**src/rtl/arm7tdmi_exception_ctrl.sv**
```systemverilog
// arm7tdmi_exception_ctrl: fixed-priority exception arbiter producing the entry mode,
// vector, CPSR and SPSR of the highest pending exception, combinationally.
module arm7tdmi_exception_ctrl #(
    parameter logic [31:0] VECTOR_BASE = 32'h0000_0000
) (
    input  logic        clk,
    input  logic        rst,
    input  logic        irq,
    input  logic        fiq,
    input  logic        swi,
    input  logic        undefined_instr,
    input  logic        prefetch_abort,
    input  logic        data_abort,
    input  logic [4:0]  current_mode,
    input  logic [31:0] current_cpsr,
    input  logic [31:0] current_pc,
    output logic        exception_taken,
    output logic [4:0]  exception_mode,
    output logic [31:0] exception_vector,
    output logic [31:0] exception_cpsr,
    output logic [31:0] exception_spsr,
    output logic [2:0]  exception_type
);
    localparam logic [4:0] MODE_FIQ = 5'h11, MODE_IRQ = 5'h12, MODE_SVC = 5'h13,
                           MODE_ABT = 5'h17, MODE_UND = 5'h1B;
    localparam logic [2:0] T_RST = 3'd0, T_UND = 3'd1, T_SWI = 3'd2, T_PABT = 3'd3,
                           T_DABT = 3'd4, T_IRQ = 3'd5, T_FIQ = 3'd6, T_NONE = 3'd7;

    logic       reset_pend_q, reset_pend_d;
    logic [2:0] sel;
    logic [4:0] tgt_mode;
    logic [7:0] vec_off;
    logic       f_new;
    logic       unused_pc;

    assign unused_pc = ^current_pc;

    always_ff @(posedge clk) begin
        if (rst) reset_pend_q <= 1'b1;
        else     reset_pend_q <= reset_pend_d;
    end

    always_comb begin
        reset_pend_d = 1'b0;
        // Masked interrupts drop out of arbitration entirely; lower sources are not held.
        sel = reset_pend_q                      ? T_RST  :
              data_abort                        ? T_DABT :
              (fiq && !current_cpsr[6])         ? T_FIQ  :
              (irq && !current_cpsr[7])         ? T_IRQ  :
              prefetch_abort                    ? T_PABT :
              undefined_instr                   ? T_UND  :
              swi                               ? T_SWI  : T_NONE;
        tgt_mode = (sel == T_RST || sel == T_SWI)   ? MODE_SVC :
                   (sel == T_UND)                   ? MODE_UND :
                   (sel == T_PABT || sel == T_DABT) ? MODE_ABT :
                   (sel == T_IRQ)                   ? MODE_IRQ :
                   (sel == T_FIQ)                   ? MODE_FIQ : current_mode;
        vec_off = (sel == T_UND)  ? 8'h04 :
                  (sel == T_SWI)  ? 8'h08 :
                  (sel == T_PABT) ? 8'h0C :
                  (sel == T_DABT) ? 8'h10 :
                  (sel == T_IRQ)  ? 8'h18 :
                  (sel == T_FIQ)  ? 8'h1C : 8'h00;
        f_new = (sel == T_RST || sel == T_FIQ) ? 1'b1 : current_cpsr[6];
        exception_taken  = (sel != T_NONE);
        exception_type   = sel;
        exception_mode   = tgt_mode;
        exception_vector = VECTOR_BASE + {24'h0, vec_off};
        exception_cpsr   = exception_taken ? {current_cpsr[31:8], 1'b1, f_new, 1'b0, tgt_mode}
                                           : current_cpsr;
        exception_spsr   = current_cpsr;
    end
endmodule

```
**config.mk**
```make
export PLATFORM = sky130hd
export DESIGN_NAME = arm7tdmi_exception_ctrl
export DESIGN_NICKNAME = d
export VERILOG_FILES = /design/src/rtl/arm7tdmi_exception_ctrl.sv
export SDC_FILE = /design/constraint.sdc
export NUM_CORES = 1
export LEC_CHECK = 0
export ABC_AREA = 1
export ABC_CLOCK_PERIOD_IN_PS = 2500
export CAP_MARGIN = 15
export CORE_AREA = 4 4 68 70
export CTS_CLUSTER_SIZE = 14
export DETAILED_ROUTE_END_ITERATION = 12
export DIE_AREA = 0 0 72 74
export DONT_BUFFER_PORTS = 1
export PLACE_DENSITY = 0.47
export REMOVE_ABC_BUFFERS = 1
export SLEW_MARGIN = 0
export SYNTH_ARGS = -nofsm -noshare
export SYNTH_HDL_FRONTEND = slang
export SYNTH_SLANG_ARGS = --single-unit
```
**constraint.sdc**
```tcl
create_clock -name clk -period 2.5 [get_ports clk]
set_clock_uncertainty 0.05 [all_clocks]
set_input_delay 0.75 -clock clk [delete_from_list [all_inputs] [get_ports clk]]
set_output_delay 0.75 -clock clk [all_outputs]
set_load 0.01 [all_outputs]
```
---- Word level (Yosys, flattened, before mapping) ----
Index checks and enable logic that the tools add are counted.
storage, ports and cells
  register bits ........................... 1
  input port bits ......................... 77
  memories kept ........................... 0
  word-level logic and storage cells ...... 37
  bits in latches ......................... 0
  bits in read-only memories .............. 0
  RAM bits ................................ 0
operators by class
  $mul .................................... 0
  eq/ne operators ......................... 7
  shift operators ......................... 0
  reductions and logical operators ........ 8
  magnitude comparators ................... 0
  divide/modulo/power cells ............... 0
  $add $sub $neg .......................... 0
  mux-type cells .......................... 21
  bitwise gates (word level) .............. 0
operators by type and width
  cell                                                                   count
  5-bit 2-to-1 mux                                                       11
  3-bit 2-to-1 mux                                                       7
  3-bit equality test, second input constant                             3
  8-bit 2-to-1 mux                                                       1
  3-bit by 2-bit equality test with 1-bit output, second input constant  2
  3-bit by 1-bit equality test with 1-bit output, second input constant  1
  3-bit logical NOT                                                      1
  1-bit logical OR                                                       3
  3-bit inequality test, second input constant                           1
  1-bit logical AND                                                      2
  1-bit logical NOT                                                      2
  1-bit 2-to-1 mux                                                       2

---- Longest topological paths before layout ----
Gate-level depths: netlist (run 1).
  depth after elaboration ................. 14
  depth in mapped cells ................... 9

---- Worst setup path after synthesis (run 1) ----
No wires, ideal clock.
  kind .................................... input-to-output
  from .................................... in current_cpsr[6]
  to ...................................... out exception_vector[3]
  required time ........................... 1700 ps
  cell stages on the path ................. 8
  slack ................................... 153 ps
  arrival time ............................ 1547 ps
  path buffers ............................ 0
  cell sequence ........................... inv_1 nand2_2 nand4_2 nand2_2 inv_2 nand2_4 inv_2 a21oi_1
on the way
  word-level cells in the longest chain between the ends .. 12
ends and longest elaborated chain
  item                   RTL line  source
  from (decl)            15        input logic [31:0] current_cpsr,
  1-bit logical NOT (*)  48        (fiq && !current_cpsr[6]) ? T_FIQ :
  1-bit logical AND (*)  48
  3-bit 2-to-1 mux (*)   48
  3-bit 2-to-1 mux (*)   47        data_abort ? T_DABT :
  3-bit 2-to-1 mux (*)   46        sel = reset_pend_q ? T_RST :
  net exception_type[2]  22        output logic [2:0] exception_type
  3-bit equality test    63        (sel == T_FIQ) ? 8'h1C : 8'h00;
  5-bit 2-to-1 mux       63
  5-bit 2-to-1 mux       62        (sel == T_IRQ) ? 8'h18 :
  5-bit 2-to-1 mux       61        (sel == T_DABT) ? 8'h10 :
  5-bit 2-to-1 mux       60        (sel == T_PABT) ? 8'h0C :
  5-bit 2-to-1 mux       59        (sel == T_SWI) ? 8'h08 :
  5-bit 2-to-1 mux (*)   58        vec_off = (sel == T_UND) ? 8'h04 :
  to (decl)              19        output logic [31:0] exception_vector,
The timed path passes the listed nets; every way through them passes the cells marked *.

---- Worst setup path after layout (run 1) ----
  from .................................... in data_abort
  to ...................................... out exception_cpsr[2]
on the way
  word-level cells in the longest chain between the ends .. 9
ends and longest elaborated chain
  item                  RTL line  source
  from (decl)           13        input logic data_abort,
  3-bit 2-to-1 mux (*)  47
  3-bit 2-to-1 mux (*)  46
  3-bit equality test   57        (sel == T_FIQ) ? MODE_FIQ : current_mode;
  5-bit 2-to-1 mux      57
  5-bit 2-to-1 mux      56        (sel == T_IRQ) ? MODE_IRQ :
  5-bit 2-to-1 mux      55        (sel == T_PABT || sel == T_DABT) ? MODE_ABT :
  5-bit 2-to-1 mux      54        (sel == T_UND) ? MODE_UND :
  5-bit 2-to-1 mux      53        tgt_mode = (sel == T_RST || sel == T_SWI) ? MODE_SVC :
  8-bit 2-to-1 mux (*)  69        exception_cpsr = exception_taken ? {current_cpsr[31:8], 1'b1, f_new, 1'b0, tgt_mode}
  to (decl)             20        output logic [31:0] exception_cpsr,
Every way passes the cells marked *; elsewhere a longest branch is shown, timed or not.

==> results.yml, run 1 <==
synth:
  yosysWarnings: 0
  ys_seq_elements: 1
  syn_area_um2: 1010
  syn_inst: 152
  yosys.area.top_type: "buf_4"
  syn_avg_cell_area_um2: 6.68
  synth_top_area_share_pct: 62.9
  synth_seq_area_share_pct: 1.97
  ys_types: 21
  netlist_top_cells_area: "buf_4 63%, nand2_1 7.0%, nand2_4 4.4%"
floorplanning:
  start_util_pct: 25.6
  coreArea_um2: 3970
  dieHeight_um: 74
  fp.dieArea_um2: 5330
  num_rows: 23
  fp.dieW_um: 72
  io_pins: 182
setup_path:
  cp_slowest_stage_delay_ns: 0.17
  cp-end-kind: "output port"
  slowest_stage: "and2_1"
  cp_max_fo: 4
  crit_type: "in -> out"
  cp_cell_sequence: "inv_2 -> nand2_4 -> nor2_4 -> nand2_4 -> nor2_8 -> nand2_1 -> and2_1 -> nand2_1"
  worstSetupStartpointType: "primary input"
  arrival_ns: 1.63
  critPathRequiredTime_ns: 1.70
cells_and_area:
  largest_reg_flops: 1
  n_antenna_cell: 0
  design_area_um2: 654
  final.fill_count: 475
  utilization_pct: 16.5
  largest_registers: "reset_pend_q: 1 flops"
  regMostFlops: "reset_pend_q"
  layout_commonest_cell: "conb_1"
  final_cell_mix: "29 x conb_1, 19 x nand2_1, 9 x buf_4"
  seq_area_um2: 20.0
  drive_gt1_share_pct: 31.7
  nets: 183
  syn_to_final_growth_pct: -35.5
  multi_input_area_um2: 442
timing:
  period_share_pct: 97.0
  slew_violations: 0
  setup_viol: 0
  rsz0062_at_grt: "no"
  max_freq_ghz: 0.412
  tns_ns: 0
  timing.final.ws_setup_ns: 0.0743
  hold_viol_final: 0
  post-route-min-period_ns: 2.43
placement:
  placed_area_um2: 612
  finalWeightedCongestion: 0.775
  port_buffers: 0
  post-dp-hpwl_um: 3980
  pre_cts_ws_ns: 0.0158
cts:
  ctsHoldBuffers: 0
  path_clk_slew_ns: 0
  ctsResizeCount: 0
  cts_setup_buffers: 0
min_path:
  hold_path.class: "in -> reg"
  whs_path_depth: 0
power_and_ir_drop:
  power_leakage_uw: 0.000353
  vdd_drop_max_mv: 0.127
  p_per_area_nw_per_um2: 191
flow_run:
  cap_violations: 0
route:
  wl_per_cell_um: 27.0
  drc: 0
  ant_nets: 0
  via_per_inst: 3.83
  drt_iter0_drc: 2
  first_pass_iters: 2
  vias: 590
  drt_wl_total_um: 4160
run_status:
  status: "finished, final reports clean"
grt:
  overflow: 0
  grt_pass1_vias: 521
  antenna_found_initial: 0
  grt_usage_pct: 14.2
  grt_max_degree: 8
  grt_pass1_wl_um: 4800
[path summary, 6_finish.rpt]
path / from / slack (ns) / to
worst max-delay path: data_abort / 0.07 / exception_cpsr[2]
worst min-delay path: rst / 0.73 / reset_pend_q$_DFF_P_
[logic make-up after synthesis]
group,after synthesis,synth area share (%)
buffers and inverters,100,68.6
and+or+nand+nor,44,24.8
AOI/OAI and AO/OA,6,4.32
DFF,1,1.97
other,1,0.370
[where the power goes]
group | switching (uW) | internal (uW) | total (uW)
combinational | 76.8 | 30.7 | 107
sequential | 0.366 | 17.2 | 17.5
clock | 0 | 0 | 0
[synth_stat cells, drive strengths merged]
master  number
buf         85
nand2       26
inv         14
nor2         9
nand3        5
a21oi        3
o21ai        2
or2          2
and2         1
clkinv       1
conb         1
dfxtp        1
nand4        1
o21a         1
[routing by layer]
layer,track usage [%],vias to the layer above,wire (um)
met3,15.8,9,1150
met1,13.5,229,1220
met5,0,-,0
met2,19.2,105,1590
met4,6.68,0,202
li1,-,247,-
[per-stage QoR]
stage          cells  hold WS [ns]  total power (uW)
2_1_floorplan     95         0.728              94.5
3_3_place_gp     154         0.728               117
3_5_place_dp     154         0.728               118
4_1_cts          154         0.728               118
5_1_grt          154         0.728               136
6_report         154         0.728               125
[critical path: cells and delay by family]
family                 cells  cell delay, ns
buffers and inverters      1            0.06
AND/OR/NAND/NOR            7            0.81
[area by class of cell]
class,instances,share of cell area (%)
inverters,15,9.56
well taps,50,9.56
repair buffers,9,10.3
multi-input cells,79,67.5
flip-flops and latches,1,3.06
(Power assumes the default switching activity.)
==> inputs of run 2 (changes only) <==
Settings changed: CORE_AREA 4 4 68 70 to 2 2 70 72, PLACE_DENSITY 0.47 to 0.44.
==> results.yml, run 2 (synthesis gave the netlist of run 1 again) <==
run_status:
  status: "finished, final reports clean"
placement:
  port_buffers: 0
  finalWeightedCongestion: 0.824
  post-dp-hpwl_um: 3730
  placed_area_um2: 602
setup_path:
  cp_slowest_stage_delay_ns: 0.15
  critPathRequiredTime_ns: 1.70
  crit_start: "current_cpsr[6]"
  cp_cell_sequence: "inv_1 -> nand2_2 -> nand4_2 -> nand2_4 -> inv_4 -> nand2_4 -> inv_2 -> a21oi_1 -> buf_4"
  critPathBufInv: 4
  cp-end-kind: "output port"
  worstSetupStartpointType: "primary input"
  arrival_ns: 1.65
  cp_max_fo: 7
  crit_type: "in -> out"
  slowest_stage: "nand4_2"
  cp_top_family: "simple AND/OR/NAND/NOR gates"
  crit_path_frequent_cell: "nand2_4"
power_and_ir_drop:
  power_leakage_uw: 0.000342
  p_per_area_nw_per_um2: 192
  vdd_drop_max_mv: 0.121
route:
  drt_iter0_drc: 12
  drt_wl_total_um: 3900
  via_per_inst: 3.72
  vias: 580
  first_pass_iters: 4
  drc: 0
  wl_per_cell_um: 25.0
  ant_nets: 0
cts:
  ctsHoldBuffers: 0
  path_clk_slew_ns: 0
  cts_setup_buffers: 0
  ctsResizeCount: 0
grt:
  overflow: 0
  grt_pass1_wl_um: 4610
  grt_pass1_vias: 498
  antenna_found_initial: 0
  grt_usage_pct: 13.7
  grt_max_degree: 8
floorplanning:
  coreArea_um2: 4600
  fp.dieArea_um2: 5330
  num_rows: 25
  fp.dieW_um: 72
  io_pins: 182
  dieHeight_um: 74
  start_util_pct: 22.1
min_path:
  min-delay-start: "rst"
  hold_path.class: "in -> reg"
timing:
  slew_violations: 0
  max_freq_ghz: 0.409
  hold_ws_ns: 0.728
  period_share_pct: 97.9
  post-route-min-period_ns: 2.45
  rsz0062_at_grt: "yes"
  hold_viol_final: 0
  setup_viol: 0
cells_and_area:
  final.fill_count: 536
  drive_gt1_share_pct: 32.4
  nets: 181
  final_cell_mix: "29 x conb_1, 17 x nand2_1, 8 x inv_1"
  design_area_um2: 631
  largest_registers: "reset_pend_q: 1 flops"
  n_antenna_cell: 0
  layout_commonest_cell: "conb_1"
  regMostFlops: "reset_pend_q"
  syn_to_final_growth_pct: -37.9
  largest_reg_flops: 1
flow_run:
  cap_violations: 0
-- run 2: cell types whose count changed in the layout (fill, tap and decap cells not counted), sizes merged --
cell,delta
buf,-2
-- run 2: path summary, 6_finish.rpt --
check	end	slack, ns	depth (start not counted)
min	reset_pend_q$_DFF_P_	0.73	0
max	exception_vector[3]	0.05	9
-- run 2: cell type report --
cell class                 instances  area (um^2)  area share (%)
multi-input combinational         79          430            68.3
timing repair buffer               7         52.6            8.33
tap                               54         67.6            10.7
sequential                         1         20.0            3.17
inverter                          15         60.1            9.52
-- run 2: where the power goes --
| group | leakage [uW] | switching (uW) | total (uW) | internal, uW |
|---|---|---|---|---|
| Combinational | 0.000333 | 74.2 | 104 | 29.6 |
| Clock | 0 | 0 | 0 | 0 |
| Sequential | 0.00000844 | 0.366 | 17.5 | 17.2 |
-- run 2: metal layers --
layer  track usage, %  share of wire [%]  vias up
met1             13.2                 30      222
met2             21.2                 41      107
li1                 -                  -      245
met3             14.8                 28        6
met4             1.05               0.77        0
met5                0                  0        -
-- run 2: stage by stage --
step	total power [uW]	util, %	TNS [ns]	instances	setup WS, ns
finish	121	13.7	0	156	0.0531
global placement	115	13.1	0	156	0.0225
detailed placement	115	13.1	0	156	0.0159
CTS	116	13.1	0	156	0.0148
global route	133	13.7	-0.0180	156	-0.0127
floorplan	94.5	-	0	95	0.153
